## config.mk

```make
export PLATFORM = sky130hd
export DESIGN_NAME = uart_tx_frame
export DESIGN_NICKNAME = d
export VERILOG_FILES = /design/src/rtl/uart_pkg.sv /design/src/rtl/uart_tx_parity_calc.sv /design/src/rtl/uart_tx_frame.sv
export SDC_FILE = /design/constraint.sdc
export NUM_CORES = 1
export LEC_CHECK = 0
export CORE_MARGIN = 3
export CORE_UTILIZATION = 45
export CTS_BUF_LIST = sky130_fd_sc_hd__clkbuf_8
export DETAILED_ROUTE_END_ITERATION = 16
export PLACE_DENSITY_LB_ADDON = 0.15
export SLEW_MARGIN = 5
export SYNTH_ARGS = -nofsm -noshare
export SYNTH_HDL_FRONTEND = slang
export SYNTH_SLANG_ARGS = --single-unit
```

## constraint.sdc

```tcl
create_clock -name i_clk -period 4 [get_ports i_clk]
set_input_delay 0.8 -clock i_clk [delete_from_list [all_inputs] [get_ports i_clk]]
set_output_delay 0.8 -clock i_clk [all_outputs]
set_load 0.01 [all_outputs]
```

## src/rtl/uart_pkg.sv

```systemverilog
// Shared UART definitions: FSM encoding, line levels and parity-type encodings.
// Used by the transmitter today and by the receiver parity checker later.
package uart_pkg;

    localparam logic [2:0] IDLE   = 3'd0;
    localparam logic [2:0] START  = 3'd1;
    localparam logic [2:0] DATA   = 3'd2;
    localparam logic [2:0] PARITY = 3'd3;
    localparam logic [2:0] STOP   = 3'd4;

    typedef enum logic [2:0] {
        StIdle   = IDLE,
        StStart  = START,
        StData   = DATA,
        StParity = PARITY,
        StStop   = STOP
    } tx_state_e;

    localparam logic IDLE_LEVEL = 1'b1;
    localparam logic START_BIT  = 1'b0;
    localparam logic STOP_BIT   = 1'b1;

    localparam logic PAR_EVEN = 1'b0;
    localparam logic PAR_ODD  = 1'b1;

endpackage

```

## src/rtl/uart_tx_parity_calc.sv

```systemverilog
// Combinational parity generator over a data word; even or odd selectable.
// Shared between the transmitter and the receiver parity checker.
module uart_tx_parity_calc
    import uart_pkg::*;
#(
    parameter int unsigned DATA_WIDTH = 8
) (
    input  logic [DATA_WIDTH-1:0] data_i,
    input  logic                  par_typ_i,
    output logic                  parity_o
);

    // Odd parity is the complement of the plain XOR reduction.
    assign parity_o = (^data_i) ^ (par_typ_i == PAR_ODD);

endmodule

```

## src/rtl/uart_tx_frame.sv

```systemverilog
// UART transmit framer: start bit, DATA_WIDTH data bits LSB first, optional parity, stop bit.
// Each rising edge of i_clk is one bit period; inputs are shadowed when a frame starts.
module uart_tx_frame
    import uart_pkg::*;
#(
    parameter int unsigned DATA_WIDTH = 8
) (
    input  logic                  i_clk,
    input  logic                  i_rst_n,
    input  logic [DATA_WIDTH-1:0] i_p_data,
    input  logic                  i_data_valid,
    input  logic                  i_par_en,
    input  logic                  i_par_typ,
    output logic                  o_tx_out,
    output logic                  o_busy
);

    localparam int unsigned CntW = (DATA_WIDTH > 1) ? $clog2(DATA_WIDTH) : 1;
    localparam logic [CntW-1:0] LastIdx = CntW'(DATA_WIDTH - 1);

    tx_state_e             state_q, state_d;
    logic [CntW-1:0]       cnt_q, cnt_d;
    logic [CntW-1:0]       cnt_inc;
    logic [DATA_WIDTH-1:0] data_q, data_d;
    logic                  par_en_q, par_en_d;
    logic                  par_typ_q, par_typ_d;
    logic                  tx_q, tx_d;
    logic                  busy_q, busy_d;
    logic                  parity_bit;

    uart_tx_parity_calc #(
        .DATA_WIDTH(DATA_WIDTH)
    ) u_parity_calc (
        .data_i   (data_q),
        .par_typ_i(par_typ_q),
        .parity_o (parity_bit)
    );

    assign cnt_inc = cnt_q + CntW'(1);

    always_comb begin
        state_d   = state_q;
        cnt_d     = cnt_q;
        data_d    = data_q;
        par_en_d  = par_en_q;
        par_typ_d = par_typ_q;
        tx_d      = tx_q;
        busy_d    = busy_q;

        case (state_q)
            StIdle: begin
                tx_d   = IDLE_LEVEL;
                busy_d = 1'b0;
                if (i_data_valid) begin
                    data_d    = i_p_data;
                    par_en_d  = i_par_en;
                    par_typ_d = i_par_typ;
                    tx_d      = START_BIT;
                    busy_d    = 1'b1;
                    state_d   = StStart;
                end
            end
            StStart: begin
                cnt_d   = '0;
                tx_d    = data_q[0];
                state_d = StData;
            end
            StData: begin
                // Counter holds the index of the bit currently on the line.
                if (cnt_q == LastIdx) begin
                    cnt_d = '0;
                    if (par_en_q) begin
                        tx_d    = parity_bit;
                        state_d = StParity;
                    end else begin
                        tx_d    = STOP_BIT;
                        state_d = StStop;
                    end
                end else begin
                    cnt_d = cnt_inc;
                    tx_d  = data_q[cnt_inc];
                end
            end
            StParity: begin
                tx_d    = STOP_BIT;
                state_d = StStop;
            end
            StStop: begin
                tx_d    = STOP_BIT;
                busy_d  = 1'b0;
                state_d = StIdle;
            end
            default: begin
                tx_d    = IDLE_LEVEL;
                busy_d  = 1'b0;
                cnt_d   = '0;
                state_d = StIdle;
            end
        endcase
    end

    always_ff @(posedge i_clk or negedge i_rst_n) begin
        if (!i_rst_n) begin
            state_q   <= StIdle;
            cnt_q     <= '0;
            data_q    <= '0;
            par_en_q  <= 1'b0;
            par_typ_q <= 1'b0;
            tx_q      <= IDLE_LEVEL;
            busy_q    <= 1'b0;
        end else begin
            state_q   <= state_d;
            cnt_q     <= cnt_d;
            data_q    <= data_d;
            par_en_q  <= par_en_d;
            par_typ_q <= par_typ_d;
            tx_q      <= tx_d;
            busy_q    <= busy_d;
        end
    end

    assign o_tx_out = tx_q;
    assign o_busy   = busy_q;

endmodule

```

; After elaboration in Yosys (flattened, before gate mapping)
; Cells that the tools add are included.
[op_classes]
addsub = 1
order_cmp = 1
eq_ne = 7
mux = 14
bitwise_logic = 1
n_reduce_logical = 6
[op_table]
columns = operator, count
row1 = 3-bit 2-to-1 mux, 4
row2 = 3-bit one-hot mux with 4 select lines, 1
row3 = 8-bit parity, 1
row4 = 3-bit by 2-bit equality test with 1-bit output (second input constant), 2
row5 = 3-bit equality test (second input constant), 2
row6 = 3-bit one-hot mux with 2 select lines, 1
row7 = 3-bit OR reduction, 2
row8 = 1-bit 2-to-1 mux, 5
row9 = 3-bit by 4-bit less-than comparator with 1-bit output (second input constant), 1
row10 = 2-bit != test (second input constant), 2
row11 = 2-bit AND reduction, 2
row12 = 3-bit by 1-bit adder with 3-bit output (second input constant), 1
row13 = 1-bit binary-select mux with 3-bit select, 1
row14 = 3-bit by 1-bit equality test with 1-bit output (second input constant), 1
row15 = 3-bit logical NOT, 1
row16 = 1-bit one-hot mux with 3 select lines, 1
row17 = 1-bit one-hot mux with 2 select lines, 1
row18 = 1-bit bitwise XOR, 1
[word_totals]
register_bits = 18
in_bits = 13
word_cells = 37

; Longest topological paths before layout
[depth]
word_depth = 5
depth_mapped = 6
depth_no_buf = 6

; Cells and area by module
; Synthesis repeated with hierarchy kept, for this count alone.
[hier_totals]
cells_unflattened = 81
hier_area_um2 = 964.7
[by_module_without_submodules]
columns = mod, n_inst, cells_each, area_per_inst_um2, seq_area_each_um2
row1 = uart_tx_frame, 1, 74, 882.1, 451.7
row2 = uart_tx_parity_calc, 1, 7, 82.6, 0.0

; Worst setup path after synthesis
; Ideal clock, no wire load.
[synth_timing]
path_kind = input to register
start = input port i_data_valid
end = register data_q[1]
setup_ns = 0.125
arrival_ns = 1.682
path_slack_ns = 2.193
cell_stages = 3
cell_sequence = nor4b_1 > buf_2 > mux2_2
[synth_between]
elab_chain_cells = 1
[synth_rtl]
columns = item, line
row1 = "start, declared", uart_tx_frame.sv:11  ; input logic i_data_valid,
row2 = 2-bit AND reduction (no source line), --
row3 = "end signal, assigned", uart_tx_frame.sv:114  ; data_q <= data_d;
row4 = "end, declared", uart_tx_frame.sv:24  ; logic [DATA_WIDTH-1:0] data_q, data_d;
; Every way passes these cells.
; A chain may end at the register's enable or synchronous reset.

; Worst setup path after layout
[layout_timing]
start = register tx_q (netlist: o_tx_out)
end = output port o_tx_out
[layout_lines]
columns = item, line
row1 = "start, declared", uart_tx_frame.sv:27  ; logic tx_q, tx_d;
row2 = "start signal, assigned", uart_tx_frame.sv:117  ; tx_q <= tx_d;
row3 = "end, declared", uart_tx_frame.sv:14  ; output logic o_tx_out,
; No word-level cell between the ends.

==> metrics.md <==
| Metric | Value |
|---|---|
| Synth unique cells | `31` |
| Vias in the first global route | `721` |
| Pwr dens | `804 nW/um2` |
| Area of the multi-input gates | `520 um2` |
| Post-synth EDFFs | `0` |
| WP data required | `between 3 and 4 ns` |
| DR iter-0 viols | `11` |
| Final Max Slew Viols | `0` |
| Die height | `53.3 um` |
| # resized after CTS | `0` |
| Register-to-Register Path Depth | `5` |
| Sum Neg Setup Slack | `0 ns` |
| Peak Freq | `roughly 480 MHz` |
| Area Growth Syn to Fin | `21.0%` |
| Total CTS buffers | `3` |
| Finished Cell Area | `1220 um2` |
| Capturing point of the worst reg2reg path | `o_tx_out$_DFF_PN1_` |
| YS warnings | `0` |
| Crit-path cells | `clkdlybuf4s50_1` |
| Post-Syn Nets | `98` |
| Routed length per instance | `~13 um` |
| Skew-Pair Late Insertion Delay | `0.25 ns` |
| # hold bufs at CTS | `0` |
| Most common cell in the netlist | `dfrtp_1` |
| Layout Skew | `slightly above 0.0009 ns` |
| Crit start category | `register` |
| RSZ-0062 raised after global routing | `false` |
| Clk sink count | `18` |
| Arrival time worst endpoint | `1.28 ns` |
| Initial Util | `49.2%` |
| Setup violators final | `0` |
| CTS tree | `done` |
| Met2 WL | `874 um` |
| CP top delay family | `buffers and inverters` |
| Total Die Area | `between 2000 and 3000 um2` |
| Area leader, netlist | `dfrtp_1` |
| Area share of the largest cell type after synthesis | `42.3%` |
| Slowest Stage Delay on Critical Path | `0.52 ns` |
| Clock slew at reported path FFs | `0.07 ns` |
| Antenna cells | `0` |
| Ys async rst share | `100%` |
| Grt ovf | `0` |
| Std cell rows | `16` |
| Seq. cell area | `452 um2` |
| Via density | `5.50` |
| Ranking of synthesized cells by area | `dfrtp_1, mux2_2, mux2_1` |
| Final Hold Vio Count | `0` |
| Post-CTS setup buffer count | `0` |
| Period utilization | `52.0%` |
| Antenna violations before repair | `0` |
| Most used flip-flop cell after synthesis | `dfrtp_1` |
| Share of cells above drive strength 1 | `20.4%` |
| Number of max-cap violations | `0` |
| Least-Margin Pin Slew | `0.803 ns` |
| Sequential area share after synthesis | `45.0%` |
| # port buffers | `14` |
| Leakage power | `0.510 nW` |
| Final wirelength | `1690 um` |
| GRT Total Usage | `15.1%` |
| H-tree depth | `1` |
| Hold Crit Endpoint | `cnt_q[2]$_DFFE_PN0N_` |
| Number of nets in the layout | `~110` |
| Fin crit period | `between 2 and 2.5 ns` |
| Largest net degree at the start of global routing | `19` |
| Status | `finished, final reports clean` |
| Hold-critical path depth | `2` |
| Post-Synthesis Cells | `83` |
| CP max FO | `1` |
| CTS max path bufs | `2` |
| Worst Setup End Kind | `output port` |
| First-pass GRT wire length | `3040 um` |
| Syn_area_per_cell | `12.1 um2` |
| Ports | `15` |
| Clk root buf | `clkbuf_8` |
| Critical path's slowest cell | `clkdlybuf4s50_1` |
| Routed Antenna Nets | `0` |
| Post-Syn Area | `about 1000 um2` |
| VDD IR max | `just over 0.4 mV` |
| Met3 WL | `between 80 and 90 um` |
| Hold WS | `0.521 ns` |
| M1 WL | `711 um` |
| Core area | `between 2000 and 2500 um2` |
| WP buf/inv | `1` |
| R2r setup slk | `between 2 and 2.5 ns` |
| Gpl congestion | `0.727` |
| Synthesis-stage register bit count | `18` |
| Hold path startpoint | `cnt_q[2]$_DFFE_PN0N_` |
| Type of the worst min-delay path | `reg2reg` |
| WS Path Type | `reg2out` |
| Placed instance area | `1160 um2` |
| Layout fillers | `192` |
| Relative slew slack | `46.3%` |
| Levels on crit path | `1` |
| DR vias | `688` |
| RR Startpoint | `cnt_q[0]$_DFFE_PN0N_` |
| HPWL Detailed | `1270 um` |
| DRC viols | `0` |
| 1st-pass router iterations | `4` |
| Die Wd | `53.3 um` |
| DR top layer | `met4` |
| Top cells by count, synth | `dfrtp_1, mux2_2, a21oi_1` |
cell usage in the layout (no fill, tap or decap), drive strengths merged, types with 2 or more instances in the layout:
cell	netlist	final
a21oi	7	7
xnor2	2	2
nand2	6	6
inv	2	2
clkdlybuf4s50	0	14
nor2	2	2
nor2b	2	2
ha	2	2
mux2	14	14
xnor3	2	2
nand2b	2	2
o21ai	7	7
dfrtp	17	17
clkbuf	0	4
nor3	2	2
a2111oi	2	2
metal layers:
layer	vias to the layer above	GRT usage [%]
met5	-	0
met4	0	6.38
met3	2	3.38
met2	12	27.6
met1	344	16.6
li1	330	-
how the worst max path moves through the flow:
stage,slack [ns],from,endpoint
CTS,1.91,o_tx_out$_DFF_PN1_,o_tx_out
finish,1.92,o_tx_out$_DFF_PN1_,o_tx_out
floorplan,2.19,i_data_valid,data_q[1]$_DFFE_PN0P_
global route,1.88,o_tx_out$_DFF_PN1_,o_tx_out
global placement,1.80,i_data_valid,data_q[3]$_DFFE_PN0P_
detailed placement,1.75,i_data_valid,data_q[4]$_DFFE_PN0P_
registers in the layout, indices dropped and copies added (netlist names):
signal	count
data_q	8
cnt_q	3
state_q	3
o_busy	1
o_tx_out	1
par_en_q	1
par_typ_q	1
through the flow:
step           setup slack (ns)  util [%]  instances  total power, mW
2_1_floorplan              2.19         -         83            0.742
3_3_place_gp               1.80      56.9        121            0.825
3_5_place_dp               1.75      56.9        121            0.843
4_1_cts                    1.91      59.6        125            0.995
5_1_grt                    1.88      59.6        125             1.07
6_report                   1.92      59.6        125            0.978
area by class of cell:
cell class / instances / share of cell area (%)
Clock buffer: 4 / 4.53
Tap cell: 27 / 2.78
Inverter: 2 / 0.617
Sequential cell: 18 / 37.1
Multi-Input combinational cell: 59 / 42.8
Timing Repair Buffer: 15 / 12.1
report_power, final:
part	switching [mW]	internal (mW)	total, mW
registers	0.104	0.270	0.374
clock network	0.0570	0.0873	0.144
logic	0.159	0.301	0.460
total	0.320	0.658	0.978
kinds of logic after synthesis:
logic type	count (synthesis)	synth area share (%)
XOR/XNOR	6	9.46
AO/OA/AOI/OAI	18	10.7
adder cells (fa/ha/maj)	2	2.49
flip-flops	18	45.0
AND/OR/NAND/NOR	17	9.22
multiplexers	16	19.3
buffers and inverters	6	3.86
Note: power is estimated with default switching activity, not from simulation.
